--- src/rtl/alu_core_seq.sv ---
// Sequential ALU core: accepts one packed instruction per handshake, reads operands
// from an internal register file, executes in a fixed IDLE/READ/EXEC/WB sequence.
module alu_core_seq #(
    parameter int DATA_W = 16,
    parameter int REG_AW = 3,
    parameter int IMM_W  = 16,
    localparam int INST_W = 4 + 3*REG_AW + IMM_W
) (
    input  logic              CLK,
    input  logic              RST,
    input  logic [INST_W-1:0] INST,
    input  logic              INST_VALID,
    output logic              INST_READY,
    output logic [DATA_W-1:0] D_out,
    output logic              Over_Flow,
    output logic              OVF_STICKY,
    output logic              Done
);
    localparam int NREG = 2**REG_AW;
    localparam int SH_W = $clog2(DATA_W);
    localparam int MSB  = DATA_W - 1;

    localparam logic [3:0] OP_ADD  = 4'b0001;
    localparam logic [3:0] OP_ADDI = 4'b0010;
    localparam logic [3:0] OP_SUB  = 4'b0011;
    localparam logic [3:0] OP_AND  = 4'b0100;
    localparam logic [3:0] OP_OR   = 4'b0101;
    localparam logic [3:0] OP_XOR  = 4'b0110;
    localparam logic [3:0] OP_SLT  = 4'b0111;
    localparam logic [3:0] OP_SLL  = 4'b1000;
    localparam logic [3:0] OP_SRL  = 4'b1001;

    typedef enum logic [1:0] {IDLE, READ, EXEC, WB} state_t;

    state_t              state_q, state_d;
    logic [INST_W-1:0]   inst_q, inst_d;
    logic [DATA_W-1:0]   a_q, a_d, b_q, b_d, res_q, res_d, dout_q, dout_d;
    logic                ovf_q, ovf_d, wr_q, wr_d;
    logic                ovf_out_q, ovf_out_d, sticky_q, sticky_d, done_q, done_d;
    logic [DATA_W-1:0]   regs_q [NREG];
    logic [DATA_W-1:0]   regs_d [NREG];

    logic [3:0]          opc;
    logic [REG_AW-1:0]   rd, rs, rt;
    logic [IMM_W-1:0]    imm;
    logic [DATA_W-1:0]   imm_ext, sum, diff;

    assign opc     = inst_q[INST_W-1 -: 4];
    assign rd      = inst_q[INST_W-5 -: REG_AW];
    assign rs      = inst_q[INST_W-5-REG_AW -: REG_AW];
    assign rt      = inst_q[INST_W-5-2*REG_AW -: REG_AW];
    assign imm     = inst_q[IMM_W-1:0];
    assign imm_ext = DATA_W'($signed(imm));
    assign sum     = a_q + b_q;
    assign diff    = a_q - b_q;

    always_comb begin
        state_d   = state_q;
        inst_d    = inst_q;
        a_d       = a_q;
        b_d       = b_q;
        res_d     = res_q;
        ovf_d     = ovf_q;
        wr_d      = wr_q;
        dout_d    = dout_q;
        ovf_out_d = ovf_out_q;
        sticky_d  = sticky_q;
        done_d    = 1'b0;
        regs_d    = regs_q;
        case (state_q)
            IDLE: begin
                if (INST_VALID) begin
                    inst_d  = INST;
                    state_d = READ;
                end
            end
            READ: begin
                // R0 is never written, so indexing it always yields zero.
                a_d     = regs_q[rs];
                b_d     = (opc == OP_ADDI) ? imm_ext : regs_q[rt];
                state_d = EXEC;
            end
            EXEC: begin
                res_d = res_q;
                ovf_d = 1'b0;
                wr_d  = 1'b1;
                case (opc)
                    OP_ADD, OP_ADDI: begin
                        res_d = sum;
                        ovf_d = (a_q[MSB] == b_q[MSB]) && (sum[MSB] != a_q[MSB]);
                    end
                    OP_SUB: begin
                        res_d = diff;
                        ovf_d = (a_q[MSB] != b_q[MSB]) && (diff[MSB] != a_q[MSB]);
                    end
                    OP_AND:  res_d = a_q & b_q;
                    OP_OR:   res_d = a_q | b_q;
                    OP_XOR:  res_d = a_q ^ b_q;
                    OP_SLT:  res_d = {{(DATA_W-1){1'b0}}, ($signed(a_q) < $signed(b_q))};
                    OP_SLL:  res_d = a_q << b_q[SH_W-1:0];
                    OP_SRL:  res_d = a_q >> b_q[SH_W-1:0];
                    default: wr_d  = 1'b0;
                endcase
                state_d = WB;
            end
            WB: begin
                if (wr_q) begin
                    dout_d = res_q;
                    if (rd != '0) regs_d[rd] = res_q;
                end
                ovf_out_d = ovf_q;
                sticky_d  = sticky_q | ovf_q;
                done_d    = 1'b1;
                state_d   = IDLE;
            end
            default: state_d = IDLE;
        endcase
    end

    always_ff @(posedge CLK or posedge RST) begin
        if (RST) begin
            state_q   <= IDLE;
            inst_q    <= '0;
            a_q       <= '0;
            b_q       <= '0;
            res_q     <= '0;
            ovf_q     <= 1'b0;
            wr_q      <= 1'b0;
            dout_q    <= '0;
            ovf_out_q <= 1'b0;
            sticky_q  <= 1'b0;
            done_q    <= 1'b0;
            for (int i = 0; i < NREG; i++) regs_q[i] <= '0;
        end else begin
            state_q   <= state_d;
            inst_q    <= inst_d;
            a_q       <= a_d;
            b_q       <= b_d;
            res_q     <= res_d;
            ovf_q     <= ovf_d;
            wr_q      <= wr_d;
            dout_q    <= dout_d;
            ovf_out_q <= ovf_out_d;
            sticky_q  <= sticky_d;
            done_q    <= done_d;
            for (int i = 0; i < NREG; i++) regs_q[i] <= regs_d[i];
        end
    end

    assign INST_READY = (state_q == IDLE);
    assign D_out      = dout_q;
    assign Over_Flow  = ovf_out_q;
    assign OVF_STICKY = sticky_q;
    assign Done       = done_q;
endmodule
--- config.mk ---
export PLATFORM = sky130hd
export DESIGN_NAME = alu_core_seq
export DESIGN_NICKNAME = d
export VERILOG_FILES = /design/src/rtl/alu_core_seq.sv
export SDC_FILE = /design/constraint.sdc
export NUM_CORES = 1
export LEC_CHECK = 0
export ABC_AREA = 1
export BUFFER_PORTS_ARGS = -buffer_cell sky130_fd_sc_hd__buf_2
export CORE_AREA = 2 2 183 185
export DETAILED_ROUTE_END_ITERATION = 10
export DIE_AREA = 0 0 185 187
export PLACE_DENSITY_LB_ADDON = 0.05
export SKIP_LAST_GASP = 1
export SYNTH_ARGS = -nofsm -noshare
export SYNTH_HDL_FRONTEND = slang
export SYNTH_SLANG_ARGS = --single-unit
--- constraint.sdc ---
create_clock -name CLK -period 6.5 [get_ports CLK]
set_input_delay 0.325 -clock CLK [delete_from_list [all_inputs] [get_ports CLK]]
set_output_delay 0.325 -clock CLK [all_outputs]
set_load 0.01 [all_outputs]
==> impl_metrics.env <==
export IMPL_drv_slew=0
export IMPL_viasPerCell=5.53
export IMPL_rsz0062_at_grt="false"
export IMPL_finalHoldViolCount=17
export IMPL_numCtsBuffers=26
export IMPL_place_area_um2=15000
export IMPL_rr_endpoint="ovf_q"
export IMPL_synth_async_sr_flop_share=1.00
export IMPL_drt_total_wl_mm=51.8
export IMPL_grt_max_degree=154
export IMPL_cts_root_buf="clkbuf_16"
export IMPL_critPathArrivalTime_ns=3.43
export IMPL_cpMostUsedCell="nand2_1"
export IMPL_antenna_found_initial=1
export IMPL_skew_ns=0.0210
export IMPL_tns_ns=0
export IMPL_cts_resized=0
export IMPL_core_um2=32900
export IMPL_failed_checks="hold timing"
export IMPL_crit_type="flip-flop to flip-flop"
export IMPL_power_mw=8.93
export IMPL_overflow=0
export IMPL_grt_use_total=0.303
export IMPL_dp_hpwl_mm=36.1
export IMPL_ys_seq_area_frac=0.392
export IMPL_fillerInstances=3391
export IMPL_ys_warn_count=0
export IMPL_r2r_cells=16
export IMPL_crit_path_max_incr_delay_ns=0.45
export IMPL_leakagePower_nw=7.54
export IMPL_cts_buffer_depth=3
export IMPL_cp_slowest_cell="clkinv_1"
export IMPL_drc=0
export IMPL_vias=13700
export IMPL_grt_pass1_vias=13000
export IMPL_drv_cap=0
export IMPL_status="finished with violations"
export IMPL_die_w_um=185
export IMPL_pre_cts_ws_ns=3.57
export IMPL_path_clk_slew_ns=0.06
export IMPL_cts_tree="done"
export IMPL_synth_top_area_cell="dfrtp_1"
export IMPL_max_slew_worst_pin_slew_ns=1.05
export IMPL_syn_area_per_cell_um2=7.10
export IMPL_ys_flop_type="dfrtp_1"
export IMPL_max_slew_margin=0.300
export IMPL_die_area_um2=34600
export IMPL_ir_worst_vdd_mv=0.466
export IMPL_finalCritPeriodShare=0.461
export IMPL_path_cells="buf_4, clkinv_1, buf_4, ha_1, nor2_1, nand2_1, nand2_1, nand3_1, nand2_1, nand2_1, nand2_1, nand2_1, nand3_1, nand2_1, nand2_1, nand2_1"
export IMPL_clk_latency_ns=0.54
export IMPL_holdCritPathClass="input pin to asynchronous set/reset pin"
export IMPL_final_util=0.483
export IMPL_crit_fanout=33
export IMPL_layout_min_cycle_time_ns=3.00
export IMPL_cp_start_kind="flip-flop"
export IMPL_synthCells=2051
export IMPL_synth_top_area_share=0.392
export IMPL_r2r_start="b_q[1]"
export IMPL_wl_per_cell_um=20.8
export IMPL_io_buffers=51
export IMPL_syn_to_final_growth_pct=8.95
export IMPL_nets=2106
export IMPL_layout_common_cells="503 x nand2_1, 287 x o21ai_0, 225 x dfrtp_1"
export IMPL_worst_slack_ns=3.50
export IMPL_globalplace_congestion=0.950
export IMPL_drtIter0Drc=1271
export IMPL_synth_edf_count=0
export IMPL_cts_sinks=228
export IMPL_ys_ff_latch=228
export IMPL_ys_types=43
export IMPL_grt_first_pass_wirelength_mm=79.7
export IMPL_hold_ws_ns=-0.0891
export IMPL_synthesis_area_um2=14600
export IMPL_ant_nets=0
export IMPL_powerDensity_nw_per_um2=563
export IMPL_fmax_ghz=0.334
export IMPL_synth_area_top_cells="dfrtp_1 39%, nand2_1 13%, o21ai_0 9.9%"
export IMPL_rrSetupSlack_ns=3.50
export IMPL_core_rowCount=67
export IMPL_die_height_um=187
export IMPL_final_area_um2=15900
export IMPL_critPathCaptureType="flip-flop"
export IMPL_setup_violations_final=0
export IMPL_h_tree_depth=1
export IMPL_first_pass_iters=6
export IMPL_drive_gt1_frac=0.0829
export IMPL_initial_core_util=0.443
export IMPL_cp_data_required_time_ns=6.93
export IMPL_mostFrequentLayoutCell="nand2_1"
export IMPL_io_pin_count=52
export IMPL_syn_nets=2138
==> report_power, final <==
part	total (mW)	switching (mW)	internal, mW
registers	2.55	0.554	2.00
logic	4.87	3.38	1.49
clock network	1.51	0.612	0.895
total	8.93	4.55	4.38
==> critical path, delay by kind of cell (launching register included) <==
kind                     cells  cell delay, ns
AND/OR/NAND/NOR             12            1.07
flip-flops                   1            0.32
buffers and inverters        3            1.14
adder cells (fa/ha/maj)      1            0.34
==> cell usage after synthesis (2+ instances only) <==
master    number
clkbuf_1      78
nor3_1         8
fa_1           2
buf_2         30
o21bai_1       5
ha_1          53
xor2_1         4
a31oi_1        9
nand3_1      203
a21oi_1      150
o221ai_1       8
mux2i_1        7
o21ai_1        7
and2_1         8
o21ai_0      287
nand2_1      504
nand4_1       11
nand2_2        5
dfrtp_1      228
nor2_2         5
inv_1        192
inv_2          9
buf_1         14
o22ai_1        3
or2_2          3
nor2_1       133
nor2_4         5
buf_4          5
mux2_2        17
clkinv_1       3
o211ai_1      39
buf_6          5
==> worst max path at each step <==
stage,from,cells past startpoint,endpoint
6_report,b_q[1],16,ovf_q
5_1_grt,state_q[0],5,regs_q[52]
4_1_cts,b_q[1],16,ovf_q
3_5_place_dp,b_q[1],16,ovf_q
3_3_place_gp,b_q[1],16,ovf_q
2_1_floorplan,RST,1,D_out[0]
==> state kept, by name, indices dropped and copies added (netlist names) <==
signal	count
ovf_q	1
a_q	16
regs_q	128
D_out	16
wr_q	1
b_q	16
OVF_STICKY	1
inst_q	29
state_q	2
res_q	16
Done	1
Over_Flow	1
==> final cells by class <==
class / instances / area (µm²) / area share
well taps: 448 / 561 / 0.0353
repair buffers: 72 / 428 / 0.0270
clock buffers: 36 / 759 / 0.0479
flip-flops and latches: 228 / 5710 / 0.360
diodes: 1 / 2.50 / 0.000158
multi-input cells: 1486 / 7500 / 0.473
clock inverters: 12 / 119 / 0.00750
inverters: 205 / 776 / 0.0489
==> routing by layer <==
layer	share of wire	GRT usage	vias up
met3	0.052	0.0306	104
met1	0.44	0.425	6500
met2	0.45	0.471	451
met4	0.054	0.144	0
li1	-	-	6694
met5	0	0	-
==> cell families after synthesis <==
logic type,Yosys count,synth area share
compound gates,511,0.187
xor+xnor,4,0.00241
fa+ha+maj,55,0.0483
buf+inv,337,0.0935
flops,228,0.392
mux,24,0.0180
simple gates,892,0.259
==> what timing repair did <==
action,CTS,global route
endpoints found under the hold margin,1,0
buffers inserted,0,0
hold buffers,1,0
==> per-stage QoR <==
| step | std cells | hold slack, ns |
|---|---|---|
| 2_1_floorplan | 2051 | 0.440 |
| 3_3_place_gp | 2438 | 0.378 |
| 3_5_place_dp | 2438 | 0.380 |
| 4_1_cts | 2487 | 0.000595 |
| 5_1_grt | 2488 | 0.00456 |
| 6_report | 2488 | -0.0891 |
(Power assumes the default switching activity.)
